### src/rtl/simd_sat_addsub_pkg.sv
// Shared op encoding, per-beat control word and saturation bound helpers
// for the packed-SIMD saturating add/sub datapath.
package simd_alu_pkg;

  typedef enum logic [1:0] {
    OP_SADD = 2'b00,
    OP_SSUB = 2'b01,
    OP_UADD = 2'b10,
    OP_USUB = 2'b11
  } simd_op_e;

  typedef struct packed {
    simd_op_e op;
    logic     sat_en;
  } simd_ctl_t;

  function automatic logic [63:0] sat_max_s(input int unsigned width);
    return (64'd1 << (width - 1)) - 64'd1;
  endfunction

  function automatic logic [63:0] sat_min_s(input int unsigned width);
    return 64'd1 << (width - 1);
  endfunction

  function automatic logic [63:0] sat_max_u(input int unsigned width);
    return (64'd1 << width) - 64'd1;
  endfunction

endpackage

### src/rtl/simd_sat_addsub_if.sv
// Operand and result valid/ready channels of the SIMD add/sub unit.
// master drives operands and consumes results; slave is the unit itself.
interface simd_sat_addsub_if #(
  parameter int LANE_W = 4,
  parameter int LANES  = 4
);
  localparam int DW = LANE_W * LANES;

  logic             in_valid;
  logic             in_ready;
  logic [DW-1:0]    in_a;
  logic [DW-1:0]    in_b;
  logic [1:0]       in_op;
  logic             in_sat_en;
  logic             out_valid;
  logic             out_ready;
  logic [DW-1:0]    out_sum;
  logic [LANES-1:0] out_ovf;
  logic             out_error;

  modport master (
    output in_valid, in_a, in_b, in_op, in_sat_en, out_ready,
    input  in_ready, out_valid, out_sum, out_ovf, out_error
  );

  modport slave (
    input  in_valid, in_a, in_b, in_op, in_sat_en, out_ready,
    output in_ready, out_valid, out_sum, out_ovf, out_error
  );

endinterface

### src/rtl/simd_sat_addsub_lane.sv
// One SIMD lane: raw add/sub + overflow flag (stage 1), saturate-or-wrap select (stage 2).
// Purely combinational; the two halves are fed from different pipeline stages.
module simd_sat_lane
  import simd_alu_pkg::*;
#(
  parameter int LANE_W = 4
) (
  input  logic [LANE_W-1:0] a,
  input  logic [LANE_W-1:0] b,
  input  simd_op_e          op,
  output logic [LANE_W:0]   raw,
  output logic              ovf,
  input  logic [LANE_W:0]   sel_raw,
  input  logic              sel_ovf,
  input  simd_ctl_t         sel_ctl,
  output logic [LANE_W-1:0] res
);

  localparam logic [63:0] MAX_S64 = sat_max_s(LANE_W);
  localparam logic [63:0] MIN_S64 = sat_min_s(LANE_W);
  localparam logic [63:0] MAX_U64 = sat_max_u(LANE_W);
  localparam logic [LANE_W-1:0] MAX_S = MAX_S64[LANE_W-1:0];
  localparam logic [LANE_W-1:0] MIN_S = MIN_S64[LANE_W-1:0];
  localparam logic [LANE_W-1:0] MAX_U = MAX_U64[LANE_W-1:0];

  logic sat_hit;

  always_comb begin
    raw = '0;
    ovf = 1'b0;
    if (op == OP_SADD || op == OP_UADD) raw = {1'b0, a} + {1'b0, b};
    else                                raw = {1'b0, a} - {1'b0, b};
    case (op)
      OP_SADD: ovf = (a[LANE_W-1] == b[LANE_W-1]) && (raw[LANE_W-1] != a[LANE_W-1]);
      OP_SSUB: ovf = (a[LANE_W-1] != b[LANE_W-1]) && (raw[LANE_W-1] != a[LANE_W-1]);
      default: ovf = raw[LANE_W];  // carry-out on add, borrow on sub
    endcase
  end

  // A signed overflow always flips the result sign away from A, so a negative
  // raw result means A was non-negative and the lane clamps to the maximum.
  always_comb begin
    sat_hit = (sel_ctl.op == OP_UADD || sel_ctl.op == OP_USUB) ? sel_raw[LANE_W] : sel_ovf;
    res     = sel_raw[LANE_W-1:0];
    if (sel_ctl.sat_en && sat_hit) begin
      case (sel_ctl.op)
        OP_SADD, OP_SSUB: res = sel_raw[LANE_W-1] ? MAX_S : MIN_S;
        OP_UADD:          res = MAX_U;
        default:          res = '0;
      endcase
    end
  end

endmodule

### src/rtl/simd_sat_addsub.sv
// Packed-SIMD saturating/wrapping add-sub with sticky per-lane overflow status.
// Latency 2 clk, 1 beat/clk; in_ready follows out_ready combinationally, no skid buffer.
module simd_sat_addsub
  import simd_alu_pkg::*;
#(
  parameter int LANE_W = 4,
  parameter int LANES  = 4
) (
  input  logic             clk,
  input  logic             rst,
  simd_sat_addsub_if.slave bus,
  input  logic             clr_sticky,
  output logic [LANES-1:0] sticky_ovf
);

  logic      s1_vld;
  logic      adv1;
  logic      adv2;
  logic      out_hs;
  simd_ctl_t in_ctl;
  simd_ctl_t s1_ctl;

  logic [LANES-1:0][LANE_W:0]   raw_c;
  logic [LANES-1:0][LANE_W:0]   s1_raw;
  logic [LANES-1:0]             ovf_c;
  logic [LANES-1:0]             s1_ovf;
  logic [LANES-1:0][LANE_W-1:0] res_c;

  assign adv2          = !bus.out_valid || bus.out_ready;
  assign adv1          = !s1_vld || adv2;
  assign bus.in_ready  = adv1;
  assign out_hs        = bus.out_valid && bus.out_ready;
  assign bus.out_error = |bus.out_ovf;
  assign in_ctl        = '{op: simd_op_e'(bus.in_op), sat_en: bus.in_sat_en};

  for (genvar i = 0; i < LANES; i++) begin : g_lane
    simd_sat_lane #(.LANE_W(LANE_W)) u_lane (
      .a       (bus.in_a[i*LANE_W +: LANE_W]),
      .b       (bus.in_b[i*LANE_W +: LANE_W]),
      .op      (in_ctl.op),
      .raw     (raw_c[i]),
      .ovf     (ovf_c[i]),
      .sel_raw (s1_raw[i]),
      .sel_ovf (s1_ovf[i]),
      .sel_ctl (s1_ctl),
      .res     (res_c[i])
    );
  end

  always_ff @(posedge clk) begin
    if (rst) begin
      s1_vld <= 1'b0;
      s1_raw <= '0;
      s1_ovf <= '0;
      s1_ctl <= '0;
    end else if (adv1) begin
      s1_vld <= bus.in_valid;
      if (bus.in_valid) begin
        s1_raw <= raw_c;
        s1_ovf <= ovf_c;
        s1_ctl <= in_ctl;
      end
    end
  end

  always_ff @(posedge clk) begin
    if (rst) begin
      bus.out_valid <= 1'b0;
      bus.out_sum   <= '0;
      bus.out_ovf   <= '0;
    end else if (adv2) begin
      bus.out_valid <= s1_vld;
      if (s1_vld) begin
        bus.out_sum <= res_c;
        bus.out_ovf <= s1_ovf;
      end
    end
  end

  // A clear coinciding with a handshake keeps that beat's flags.
  always_ff @(posedge clk) begin
    if (rst)             sticky_ovf <= '0;
    else if (out_hs)     sticky_ovf <= clr_sticky ? bus.out_ovf : (sticky_ovf | bus.out_ovf);
    else if (clr_sticky) sticky_ovf <= '0;
  end

endmodule

### src/flat_wrapper.sv
// flat-port wrapper written by rule: the top's interface ports become plain ports
module simd_sat_addsub_flat import simd_alu_pkg::*;
#(
  parameter int LANE_W = 4,
  parameter int LANES  = 4
)
  (clk, rst, clr_sticky, sticky_ovf, bus_in_valid, bus_in_a, bus_in_b, bus_in_op, bus_in_sat_en, bus_out_ready, bus_in_ready, bus_out_valid, bus_out_sum, bus_out_ovf, bus_out_error);
  simd_sat_addsub_if #(.LANE_W(LANE_W), .LANES(LANES)) bus_i ();
  input  logic clk;
  input  logic rst;
  input  logic clr_sticky;
  output logic [LANES-1:0] sticky_ovf;
  input wire logic [$bits(bus_i.in_valid)-1:0] bus_in_valid;
  input wire logic [$bits(bus_i.in_a)-1:0] bus_in_a;
  input wire logic [$bits(bus_i.in_b)-1:0] bus_in_b;
  input wire logic [$bits(bus_i.in_op)-1:0] bus_in_op;
  input wire logic [$bits(bus_i.in_sat_en)-1:0] bus_in_sat_en;
  input wire logic [$bits(bus_i.out_ready)-1:0] bus_out_ready;
  output wire logic [$bits(bus_i.in_ready)-1:0] bus_in_ready;
  output wire logic [$bits(bus_i.out_valid)-1:0] bus_out_valid;
  output wire logic [$bits(bus_i.out_sum)-1:0] bus_out_sum;
  output wire logic [$bits(bus_i.out_ovf)-1:0] bus_out_ovf;
  output wire logic [$bits(bus_i.out_error)-1:0] bus_out_error;
  assign bus_i.in_valid = bus_in_valid;
  assign bus_i.in_a = bus_in_a;
  assign bus_i.in_b = bus_in_b;
  assign bus_i.in_op = bus_in_op;
  assign bus_i.in_sat_en = bus_in_sat_en;
  assign bus_i.out_ready = bus_out_ready;
  assign bus_in_ready = bus_i.in_ready;
  assign bus_out_valid = bus_i.out_valid;
  assign bus_out_sum = bus_i.out_sum;
  assign bus_out_ovf = bus_i.out_ovf;
  assign bus_out_error = bus_i.out_error;
  simd_sat_addsub #(.LANE_W(LANE_W), .LANES(LANES)) u_core (.clk(clk), .rst(rst), .bus(bus_i), .clr_sticky(clr_sticky), .sticky_ovf(sticky_ovf));
endmodule
### config.mk
export PLATFORM = sky130hd
export DESIGN_NAME = simd_sat_addsub_flat
export DESIGN_NICKNAME = d
export VERILOG_FILES = /design/src/rtl/simd_sat_addsub_pkg.sv /design/src/rtl/simd_sat_addsub_if.sv /design/src/rtl/simd_sat_addsub_lane.sv /design/src/rtl/simd_sat_addsub.sv /design/src/flat_wrapper.sv
export SDC_FILE = /design/constraint.sdc
export NUM_CORES = 1
export LEC_CHECK = 0
export CORE_ASPECT_RATIO = 1.5
export CORE_MARGIN = 5
export CORE_UTILIZATION = 55
export CTS_BUF_LIST = sky130_fd_sc_hd__clkbuf_4 sky130_fd_sc_hd__clkbuf_8
export DETAILED_ROUTE_END_ITERATION = 10
export DONT_BUFFER_PORTS = 1
export PLACE_DENSITY = 0.69
export SLEW_MARGIN = 5
export SYNTH_ARGS = -nofsm -noshare
export SYNTH_HDL_FRONTEND = slang
export SYNTH_SLANG_ARGS = --single-unit
### constraint.sdc
create_clock -name clk -period 4.4 [get_ports clk]
set_clock_uncertainty 0.05 [all_clocks]
set_input_delay 0.88 -clock clk [delete_from_list [all_inputs] [get_ports clk]]
set_output_delay 0.88 -clock clk [all_outputs]
set_load 0.01 [all_outputs]
==> metrics.yaml <==
outcome:
  outcome: "completed"
pwr:
  power_mw: 1.05
  powerDensity_nw_per_um2: 338
  switching_share_pct: 28.0
  peakVddDrop_mv: 0.133
  clkPwrFrac_pct: 26.4
  p_sw_uw: 293
  p_leak_nw: 1.31
  p_seq_share_pct: 52.7
  pwr-share-comb_pct: 21.0
  p_int_uw: 753
routing:
  drt-total-wl_um: 6080
  ant_nets: 0
  wl_per_cell_um: 14.2
  first_pass_iters: 4
  num_vias: 2361
  drc: 0
  first_iter_violations: 144
  avgViaCountPerCell: 5.53
floorplanning:
  fp.dieW_um: 70.3
  fp.coreArea_um2: 5410
  dieHeight_um: 100
  initial_utilization_pct: 55.5
  io_pins: 67
  rows: 33
  design.die.area_um2: 7070
timing:
  fin_crit_ns: 2.44
  tightestPinTransition_ns: 0.747
  relSlewSlack_pct: 50.1
  setup_tns_ns: 0
  final.period_utilization_pct: 55.5
  fmax_mhz: 409
  drv_slew: 0
  setup_viol: 0
  rsz0062_at_grt: "false"
  hold_violations: 0
global_routing:
  grt-ovfl-total: 0
  grt_max_degree: 39
  grt_usage_pct: 18.4
  grt_pass1_wl_um: 10700
  antenna_found_initial: 0
  grt_pass1_vias: 2365
worst_setup_path:
  crit_family: "compound AO/OA/AOI/OAI gates"
  worstReg2RegStart: "u_core.bus.out_valid$_SDFFE_PP0P_"
  crit_chain: "inv_1, ha_1, nand2_1, o21ai_0, fa_1, a21o_1, a21oi_1, xnor2_1, a32oi_1, o21ai_1"
  startpoint_type: "input port"
  worstPathMaxFanout: 3
  r2r_slack_ns: 2.60
  worst-path-buf-inv: 1
  crit_required_ns: 4.53
  crit_type: "in -> reg"
  ff2ff_path_depth: 4
  crit_arrival_ns: 2.58
  worstReg2RegEnd: "u_core.s1_raw[18]$_SDFFE_PP0P_"
  endpoint_kind: "flop"
  max_stage_delay_ns: 0.46
  crit_slowest_cell: "fa_1"
finish:
  final_layout_size_suffix_gt1_share_pct: 4.48
  final_cells: 427
  syn2layout_area_growth_pct: 3.08
  nets: 421
  final_util_pct: 57.2
  insertedDiodeCount: 0
  finalInstanceArea_um2: 3100
hold_path:
  whs_path_depth: 2
  hold_end: "u_core.s1_raw[12]$_SDFFE_PP0P_"
  min_path_type: "reg -> reg"
  hp-start: "u_core.s1_raw[12]$_SDFFE_PP0P_"
clocking:
  clkLatencyLatePin_ns: 0.30
  holdBufCountCts: 0
  clockBufferDepth: 2
  cts.htree.levels: 2
  cts_tree: "yes"
  root_buffer: "clkbuf_8"
  post_cts_buffers: 0
  clk_pin_slew_worst_paths_ns: 0.09
  cts_buffers: 5
  post_cts_resized: 0
  clock-sinks: 53
synth:
  syn_area_per_cell_um2: 8.23
  syn_nets: 430
  syn-cell-area_um2: 3000
  syn_inst: 365
  synth_cell_types: 34
  synth-seq-cells: 53
  yosysSeqAreaShare_pct: 35.3
  yosys_warnings: 0
placed_design:
  placedCellCount: 419
  gp_congestion: 0.803
  io_buffers: 0
  hpwl_um: 4750
  placed_cell_area_um2: 3000
flow_run:
  max_cap_viol_count: 0
==> cells by family (layout without fill, tap and decap cells) <==
group / Yosys count / after routing / share of synthesized area (%)
muxes: 11 / 11 / 3.83
xor gates and xnor gates: 24 / 24 / 7.00
and+or+nand+nor: 115 / 115 / 17.0
AOI/OAI and AO/OA: 104 / 104 / 20.4
buffers and inverters: 33 / 25 / 5.00
DFF: 53 / 53 / 35.3
adders and majority gates: 25 / 25 / 11.4
==> cells in the final DEF, fill, tap and decap left out, types with 8 or more instances in the layout <==
cell      netlist  routed
dfxtp_1        53      53
o21ai_0        17      17
ha_1           21      21
xnor2_1        18      18
inv_1          17      17
a21oi_1        50      50
a32oi_1         8       8
nor2_1         21      21
nand2_1        71      71
nand2b_1        8       8
==> power groups by stage <==
stage	clock network [mW]	logic (mW)	registers (mW)
6_report	0.276	0.220	0.551
5_1_grt	0.307	0.254	0.558
4_1_cts	0.284	0.222	0.552
3_5_place_dp	0	0.220	0.563
3_3_place_gp	0	0.213	0.562
2_1_floorplan	0	0.198	0.552
==> metrics by stage <==
stage / worst slack (ns) / hold WS, ns
after floorplan: 1.55 / 0.382
final: 1.96 / 0.402
after global routing: 1.85 / 0.418
after CTS: 1.95 / 0.402
after detailed placement: 1.64 / 0.391
after global placement: 1.68 / 0.386
==> cell type report <==
type | instances | area (µm²)
well taps | 70 | 87.6
multi-input cells | 279 | 1790
flip-flops and latches | 53 | 1060
clock buffers | 8 | 91.3
fillers | 543 | 2310
inverters | 17 | 63.8
==> synth_stat cells <==
library cell,number,share of area (%)
dfxtp_1,53,35
mux2i_1,7,2.3
clkbuf_1,6,0.75
nand3_1,1,0.17
o21ai_0,17,2.8
ha_1,21,8.7
buf_4,3,0.75
o211ai_1,1,0.25
a32oi_1,8,2.3
nand2b_1,8,1.7
nand4_1,1,0.21
and2_4,1,0.29
and3_4,1,0.37
mux2_2,4,1.5
nor3_1,1,0.17
o21ai_1,4,0.67
o31ai_1,5,1.3
nand2_1,71,8.9
a21oi_1,50,8.3
a21boi_0,6,1.5
a211oi_1,7,1.7
a21o_1,6,1.5
xor2_1,6,1.7
buf_2,6,1.0
and2_1,6,1.3
fa_1,4,2.7
buf_6,1,0.37
nand3b_4,1,0.67
inv_1,17,2.1
nand3b_1,1,0.25
or4_1,1,0.25
nor2_1,21,2.6
xnor2_1,18,5.2
or2_2,1,0.21
==> worst max path at each step <==
stage          slack, ns  cells after the start          from                             to
2_1_floorplan       1.55                     10  bus_in_op[0]  u_core.s1_ovf[3]$_SDFFE_PP0P_
3_3_place_gp        1.68                     10  bus_in_b[12]  u_core.s1_ovf[3]$_SDFFE_PP0P_
3_5_place_dp        1.64                     10  bus_in_b[12]  u_core.s1_ovf[3]$_SDFFE_PP0P_
4_1_cts             1.95                     10  bus_in_b[12]  u_core.s1_ovf[3]$_SDFFE_PP0P_
5_1_grt             1.85                     10   bus_in_b[5]  u_core.s1_ovf[1]$_SDFFE_PP0P_
6_report            1.96                     10  bus_in_b[12]  u_core.s1_ovf[3]$_SDFFE_PP0P_
==> worst reg2reg max path: cells and delay by family (launching register included) <==
kind / cells / cell delay [ns]
and+or+nand+nor: 3 / 0.93
DFF: 1 / 0.55
AOI/OAI and AO/OA: 1 / 0.17
==> metal layers <==
metal | part of all wire [%] | global-route usage, %
met1 | 43 | 21.4
met4 | 1.6 | 6.19
met3 | 7.2 | 4.99
met2 | 49 | 32.3
met5 | 0 | 0
==> registers in the layout, summed over array words and instances (netlist names) <==
name	count
u_core.s1_raw	20
u_core.bus.out_sum	16
u_core.bus.out_ovf	4
u_core.s1_ovf	4
u_core.sticky_ovf	4
u_core.s1_ctl	3
u_core.bus.out_valid	1
u_core.s1_vld	1
Note: power is estimated with default switching activity, not from simulation.
